--- config.mk ---
export PLATFORM = sky130hd
export DESIGN_NAME = memory_access
export DESIGN_NICKNAME = d
export VERILOG_FILES = /design/src/rtl/memory_access.sv
export SDC_FILE = /design/constraint.sdc
export NUM_CORES = 1
export LEC_CHECK = 0
export CORE_AREA = 2 2 188 190
export CTS_CLUSTER_SIZE = 20
export DETAILED_ROUTE_END_ITERATION = 8
export DIE_AREA = 0 0 190 192
export PLACE_DENSITY = 0.65
export SKIP_CTS_REPAIR_TIMING = 1
export SYNTH_ARGS = -nofsm -noshare
export SYNTH_HDL_FRONTEND = slang
export SYNTH_SLANG_ARGS = --single-unit
--- constraint.sdc ---
create_clock -name clk_i -period 3.05 [get_ports clk_i]
set_input_delay 0.7625 -clock clk_i [delete_from_list [all_inputs] [get_ports clk_i]]
set_output_delay 0.7625 -clock clk_i [all_outputs]
set_load 0.02 [all_outputs]
--- src/rtl/memory_access.sv ---
// memory_access: Y86-64 M pipeline stage; holds the M register and runs one req/ack data-memory access per instruction.
// Define MEM_ALIGN_CHECK_EN to suppress misaligned accesses and report SADR instead.
module memory_access (
  input  logic        clk_i,
  input  logic        rst_n_i,
  input  logic        memory_stall_i,
  input  logic        memory_bubble_i,
  input  logic [3:0]  icode_i,
  input  logic [2:0]  stat_i,
  input  logic        e_cnd_i,
  input  logic [63:0] valE_i,
  input  logic [63:0] valA_i,
  input  logic [3:0]  dstE_i,
  input  logic [3:0]  dstM_i,
  output logic        dmem_req_o,
  output logic        dmem_we_o,
  output logic [63:0] dmem_addr_o,
  output logic [63:0] dmem_wdata_o,
  input  logic        dmem_ack_i,
  input  logic [63:0] dmem_rdata_i,
  input  logic        dmem_err_i,
  output logic        mem_busy_o,
  output logic [2:0]  m_stat_o,
  output logic [3:0]  icode_o,
  output logic [63:0] valE_o,
  output logic [63:0] valM_o,
  output logic [3:0]  dstE_o,
  output logic [3:0]  dstM_o,
  output logic [2:0]  stat_o
);

  localparam logic [3:0] INOP    = 4'h1;
  localparam logic [3:0] IRMMOVQ = 4'h4;
  localparam logic [3:0] IMRMOVQ = 4'h5;
  localparam logic [3:0] ICALL   = 4'h8;
  localparam logic [3:0] IRET    = 4'h9;
  localparam logic [3:0] IPUSHQ  = 4'hA;
  localparam logic [3:0] IPOPQ   = 4'hB;
  localparam logic [3:0] RNONE   = 4'hF;
  localparam logic [2:0] SAOK    = 3'd1;
  localparam logic [2:0] SADR    = 3'd3;

  typedef enum logic [1:0] {IDLE = 2'd0, WAIT = 2'd1, DONE = 2'd2} state_t;

  state_t      state;
  logic [3:0]  m_icode;
  logic [2:0]  m_stat;
  logic        m_cnd_unused;
  logic [63:0] m_vale;
  logic [63:0] m_vala;
  logic [3:0]  m_dste;
  logic [3:0]  m_dstm;
  logic [63:0] valm_q;
  logic        err_q;

  logic        is_read;
  logic        is_write;
  logic        misaligned;
  logic        access;
  logic        busy;
  logic        advance;
  logic [63:0] addr;

  assign is_read  = (m_icode == IMRMOVQ) || (m_icode == IPOPQ) || (m_icode == IRET);
  assign is_write = (m_icode == IRMMOVQ) || (m_icode == ICALL) || (m_icode == IPUSHQ);
  assign addr     = ((m_icode == IPOPQ) || (m_icode == IRET)) ? m_vala : m_vale;

`ifdef MEM_ALIGN_CHECK_EN
  assign misaligned = (is_read || is_write) && (addr[2:0] != 3'b000);
`else
  assign misaligned = 1'b0;
`endif

  assign access  = (is_read || is_write) && (m_stat == SAOK) && !misaligned;
  // The M register only moves while no access is outstanding, so request fields stay stable in WAIT.
  assign busy    = (state == WAIT) || ((state == IDLE) && access);
  assign advance = !busy;

  // cnd is carried with the instruction but nothing past M consumes it.
  always_ff @(posedge clk_i or negedge rst_n_i) begin
    if (!rst_n_i) begin
      m_icode      <= INOP;
      m_stat       <= SAOK;
      m_cnd_unused <= 1'b0;
      m_vale       <= '0;
      m_vala       <= '0;
      m_dste       <= RNONE;
      m_dstm       <= RNONE;
    end else if (advance && memory_bubble_i) begin
      m_icode      <= INOP;
      m_stat       <= SAOK;
      m_cnd_unused <= 1'b0;
      m_vale       <= '0;
      m_vala       <= '0;
      m_dste       <= RNONE;
      m_dstm       <= RNONE;
    end else if (advance && !memory_stall_i) begin
      m_icode      <= icode_i;
      m_stat       <= stat_i;
      m_cnd_unused <= e_cnd_i;
      m_vale       <= valE_i;
      m_vala       <= valA_i;
      m_dste       <= dstE_i;
      m_dstm       <= dstM_i;
    end
  end

  // DONE persists while a stall holds the finished instruction, so it is never issued twice.
  always_ff @(posedge clk_i or negedge rst_n_i) begin
    if (!rst_n_i) begin
      state  <= IDLE;
      valm_q <= '0;
      err_q  <= 1'b0;
    end else begin
      case (state)
        IDLE, WAIT: begin
          if (busy) begin
            if (dmem_ack_i) begin
              state  <= DONE;
              valm_q <= is_read ? dmem_rdata_i : 64'd0;
              err_q  <= dmem_err_i;
            end else begin
              state <= WAIT;
            end
          end
        end
        DONE: begin
          if (memory_bubble_i || !memory_stall_i) state <= IDLE;
        end
        default: state <= IDLE;
      endcase
    end
  end

  always_comb begin
    m_stat_o = m_stat;
    if ((state == DONE) && err_q) m_stat_o = SADR;
    else if (misaligned && (m_stat == SAOK)) m_stat_o = SADR;
  end

  assign dmem_req_o   = busy;
  assign dmem_we_o    = busy && is_write;
  assign dmem_addr_o  = addr;
  assign dmem_wdata_o = m_vala;
  assign mem_busy_o   = busy;

  assign icode_o = m_icode;
  assign valE_o  = m_vale;
  assign valM_o  = (state == DONE) ? valm_q : 64'd0;
  assign dstE_o  = m_dste;
  assign dstM_o  = m_dstm;
  assign stat_o  = m_stat_o;

endmodule

Word-level counts from Yosys, hierarchy flattened. Cells that the tools add are included.

Bits of input ports: 214. Bits in registers: 210. Output and inout port bits: 277. Word-level logic and storage cells: 61.

Muxes and demuxes: 20. Equal/unequal tests: 11. Reduce and logical (&&, ||, !) cells: 21.

Operators by type and width (number): $mux 64 (7); $mux 4 (6); $eq 4x4->1 const B (4); $mux 3 (3); $eq 4x3->1 const B (2); $logic_or 1x1->1 (8); $logic_and 1x1->1 (6); $mux 2 (3); $ne 2x2->1 const B (2); $pmux 2 s2 (1); $eq 3x1->1 const B (1); $reduce_and 3->1 (1); $eq 2x1->1 const B (1); $eq 2x2->1 const B (1); $logic_not 1->1 (2); $logic_not 2->1 (1); $reduce_and 2->1 (1); $reduce_bool 2->1 (1); $reduce_or 2->1 (1).

Depth between registers and ports, before layout. Gate-level depths: netlist of run 1.

Word-level depth: 11. Mapped depth: 7.

Worst setup path before layout of run 1. Ideal clock, no wire load.

Path kind: flip-flop to output port. Start point: register m_icode[3], in the netlist icode_o[3]. End point: output dmem_addr_o[10]. Path slack: 0.605 ns. Stages on the path, launching flop included: 5. Data arrival time: 1.683 ns. Cells stage by stage: dfrtp_1 -> nor2b_1 -> nand2_1 -> clkbuf_1 -> mux2_2.

Word-level cells in the longest chain between the ends: 3.

Ends and longest elaborated chain: start: declaration (RTL line 46) `logic [3:0] m_icode;`; start signal: assignment (RTL line 98) `m_icode <= icode_i;`; $eq 4x4->1 (RTL line 66) `assign addr = ((m_icode == IPOPQ) || (m_icode == IRET)) ? m_vala : m_vale;`; $logic_or 1x1->1 (*) (RTL line 66); $mux 64 (*) (RTL line 66); end: declaration (RTL line 17) `output logic [63:0] dmem_addr_o,`.

Mark *: on every way between the ends. The rest lies on a longest branch, timed or not.

Final worst setup path of run 1.
Start point: register m_icode[3], in the netlist icode_o[3]. End point: output dmem_addr_o[34].

The elaborated chain is that of the path after synthesis.

==> metrics.md, run 1 <==
| Metric | Value |
|---|---|
| Status | `completed` |
| Clk buf depth | `3` |
| Leading area contributor after synthesis | `dfrtp_1` |
| Worst path required time | `2.29 ns` |
| Static Leak | `8.47 nW` |
| Post-route ant nets | `0` |
| Worst-margin pin slew | `0.823 ns` |
| R2r endpoint | `valE_o[3]` |
| Drt first pass iters | `5` |
| Unrepaired setup endpoints after global routing | `no` |
| Area of the die | `0.0365 mm^2` |
| Worst r2r src | `m_stat[0]` |
| Mapped cell area | `0.00993 mm^2` |
| WL/cell | `22.3 um` |
| Skew-Pair Late Insertion Delay | `0.51 ns` |
| Htree depth | `1` |
| Die X | `190 um` |
| Worst hold slack | `0.225 ns` |
| Die height | `192 um` |
| Initial Util | `0.290` |
| Final Cycle Share | `0.968` |
| Share of the synthesized area in the top cell type | `0.504` |
| Register area share after synthesis | `0.530` |
| Vias in the first global route | `9157` |
| Buf+Inv Stages, Crit Path | `3` |
| Hold/Removal Path Class | `primary input to asynchronous set/reset pin` |
| Detailed Place HPWL | `26.4 mm` |
| Synth area leaders | `dfrtp_1 50%, a221o_1 13%, and3_1 12%, mux2_2 7.4%, a22o_1 5.9%` |
| Main synth FF type | `dfrtp_1` |
| Met2 Usage GRT | `0.329` |
| Area delta synth->final | `64.7%` |
| Initial antenna violation count | `4` |
| Flop-to-flop setup slack | `0.45 ns` |
| First-pass GRT wire length | `56.5 mm` |
| Mapped Avg Cell Area | `12.1 um^2` |
| Routability congestion estimate from global placement | `0.801` |
| CORE AREA | `0.0343 mm^2` |
| CP cell instances | `nor2b_1, buf_4, nand2_4, buf_12, mux2_2, dlymetal6s2s_1` |
| DRC Markers | `0` |
| Peak VDD IR | `0.560 mV` |
| Pin count of the biggest net entering global routing | `93` |
| IO Port Bufs | `489` |
| Vias per cell | `5.30` |
| Pwr dens | `973 mW/mm^2` |
| Multi-input gate area | `0.00428 mm^2` |
| CP Launch Type | `flop` |
| # nets final | `1479` |
| Clock slew at reported path FFs | `0.06 ns` |
| Max Cap Violations | `0` |
| Crit-path slowest cell | `dfrtp_1` |
| Fin crit period | `2.95 ns` |
| Total chip power | `15.9 mW` |
| TNS Setup | `0 ns` |
| GRT met1 Usage | `0.247` |
| Row count | `68` |
| Gr usage total | `0.198` |
| Layout cells sized above 1 | `0.128` |
| Clk_skew | `0.0176 ns` |
| TritonCTS clock tree | `built` |
| CP Data Arrival Time | `2.19 ns` |
| CP max stage delay | `0.43 ns` |
| Worst Setup End Kind | `output pin` |
| Post-synth EDFFs | `0` |
| Max-slew headroom | `0.452` |
| Busiest layer in global routing | `met2` |
| Syn nets | `1034` |
| Crit path max-delay family | `buffers and inverters` |
| Wirelength, routed | `38.7 mm` |
| Crit Path Class | `flop to output pin` |
| Congestion Overflow GR | `0` |
| Grt met3 use | `0.0548` |
| FF+latch area | `0.00527 mm^2` |
| Final Hold Viols | `0` |
| F_max | `339 MHz` |
| Max-slew violations | `0` |
| Synth Warn # | `0` |
| Fillers | `3079` |
| Reg2reg path depth | `4` |
| CTS root buffer | `clkbuf_16` |
| Critical path peak fanout | `30` |
| Vias | `9219` |
| Distinct cells, synth | `32` |
| Flops & latches, synth | `210` |
| Synth async-reset ratio | `1.00` |
| CTS Buf Count | `23` |
| Gate Count Post-Synth | `820` |
| I/O pins | `491` |
| Initial DRC Count | `566` |
| CTS Sinks | `210` |
| Final setup violating endpoints | `0` |
-- layout by cell type (no fill, tap or decap), types with 6 or more instances in the layout --
cell / instances
clkinv_2: 6
mux2_2: 65
buf_12: 13
and3_1: 195
buf_4: 12
or3_1: 9
clkbuf_16: 24
o221a_2: 9
dfrtp_1: 199
clkdlybuf4s50_1: 417
a22o_1: 67
clkbuf_8: 6
a221o_1: 131
dfstp_2: 10
dlymetal6s2s_1: 71
-- layout make-up --
cell class,count,share of cell area
Tap cell,455,0.0348
Clock buffer,31,0.0407
Sequential cell,210,0.322
Antenna cell,4,0.000612
Clock inverter,8,0.00551
Multi-Input combinational cell,510,0.261
Timing Repair Buffer,516,0.334
Inverter,4,0.00107
-- Yosys cell counts (2+ instances only) --
| library cell | n |
|---|---|
| nor3_1 | 2 |
| a22o_1 | 67 |
| and3_1 | 195 |
| nor3b_2 | 2 |
| nand2_1 | 4 |
| a21o_1 | 2 |
| clkbuf_1 | 55 |
| a21oi_1 | 2 |
| nor2_1 | 7 |
| o221a_2 | 9 |
| dfrtp_1 | 200 |
| inv_1 | 4 |
| dfstp_2 | 10 |
| a221o_1 | 131 |
| buf_4 | 5 |
| or3_1 | 9 |
| o21ai_1 | 2 |
| buf_2 | 36 |
| mux2_2 | 65 |
-- metal layers --
layer	vias up	part of all wire
met3	63	0.082
li1	4168	-
met5	-	0.00031
met1	4572	0.40
met2	414	0.48
met4	2	0.030
-- state kept, by name, summed over array words and instances (netlist names) --
signal	cells
m_stat	3
dstM_o	4
dstE_o	4
valm_q	64
err_q	1
icode_o	4
valE_o	64
dmem_wdata_o	64
state	2
-- power breakdown --
part           switching (mW)  internal (mW)  total (mW)
logic                    4.41           4.01        8.42
registers               0.857           3.83        4.68
clock network            1.13           1.69        2.82
total                    6.40           9.52        15.9
-- logic make-up after synthesis --
logic type / count (synthesis) / share of synthesized area
AND/OR/NAND/NOR: 223 / 0.139
AO/OA/AOI/OAI: 222 / 0.213
flip-flops: 210 / 0.530
buffers and inverters: 100 / 0.0442
multiplexers: 65 / 0.0737
-- per-stage QoR --
stage               area [um^2]  std cells  setup WS, ns   util
finish                    16400       1738        0.0965  0.477
global route              16400       1735       0.00709  0.477
CTS                       16100       1729        -0.387  0.469
detailed placement        15300       1690         0.123  0.447
global placement          15300       1690         0.176  0.447
floorplan                  9930        820         0.605      -
-- worst max path at each step --
| stage | start | to | depth (start not counted) |
|---|---|---|---|
| floorplan | icode_o[3] | dmem_addr_o[10] | 4 |
| global placement | icode_o[1] | mem_busy_o | 5 |
| detailed placement | memory_bubble_i | valE_o[3] | 6 |
| CTS | icode_o[1] | mem_busy_o | 5 |
| global route | icode_o[3] | dmem_addr_o[27] | 6 |
| finish | icode_o[3] | dmem_addr_o[34] | 6 |
(Power assumes the default switching activity.)
==> run 2, diff against run 1 <==
- CAP_MARGIN: not set -> 30
==> results of run 2 <==
Final layout, timing and power as in run 1 (identical DEF).
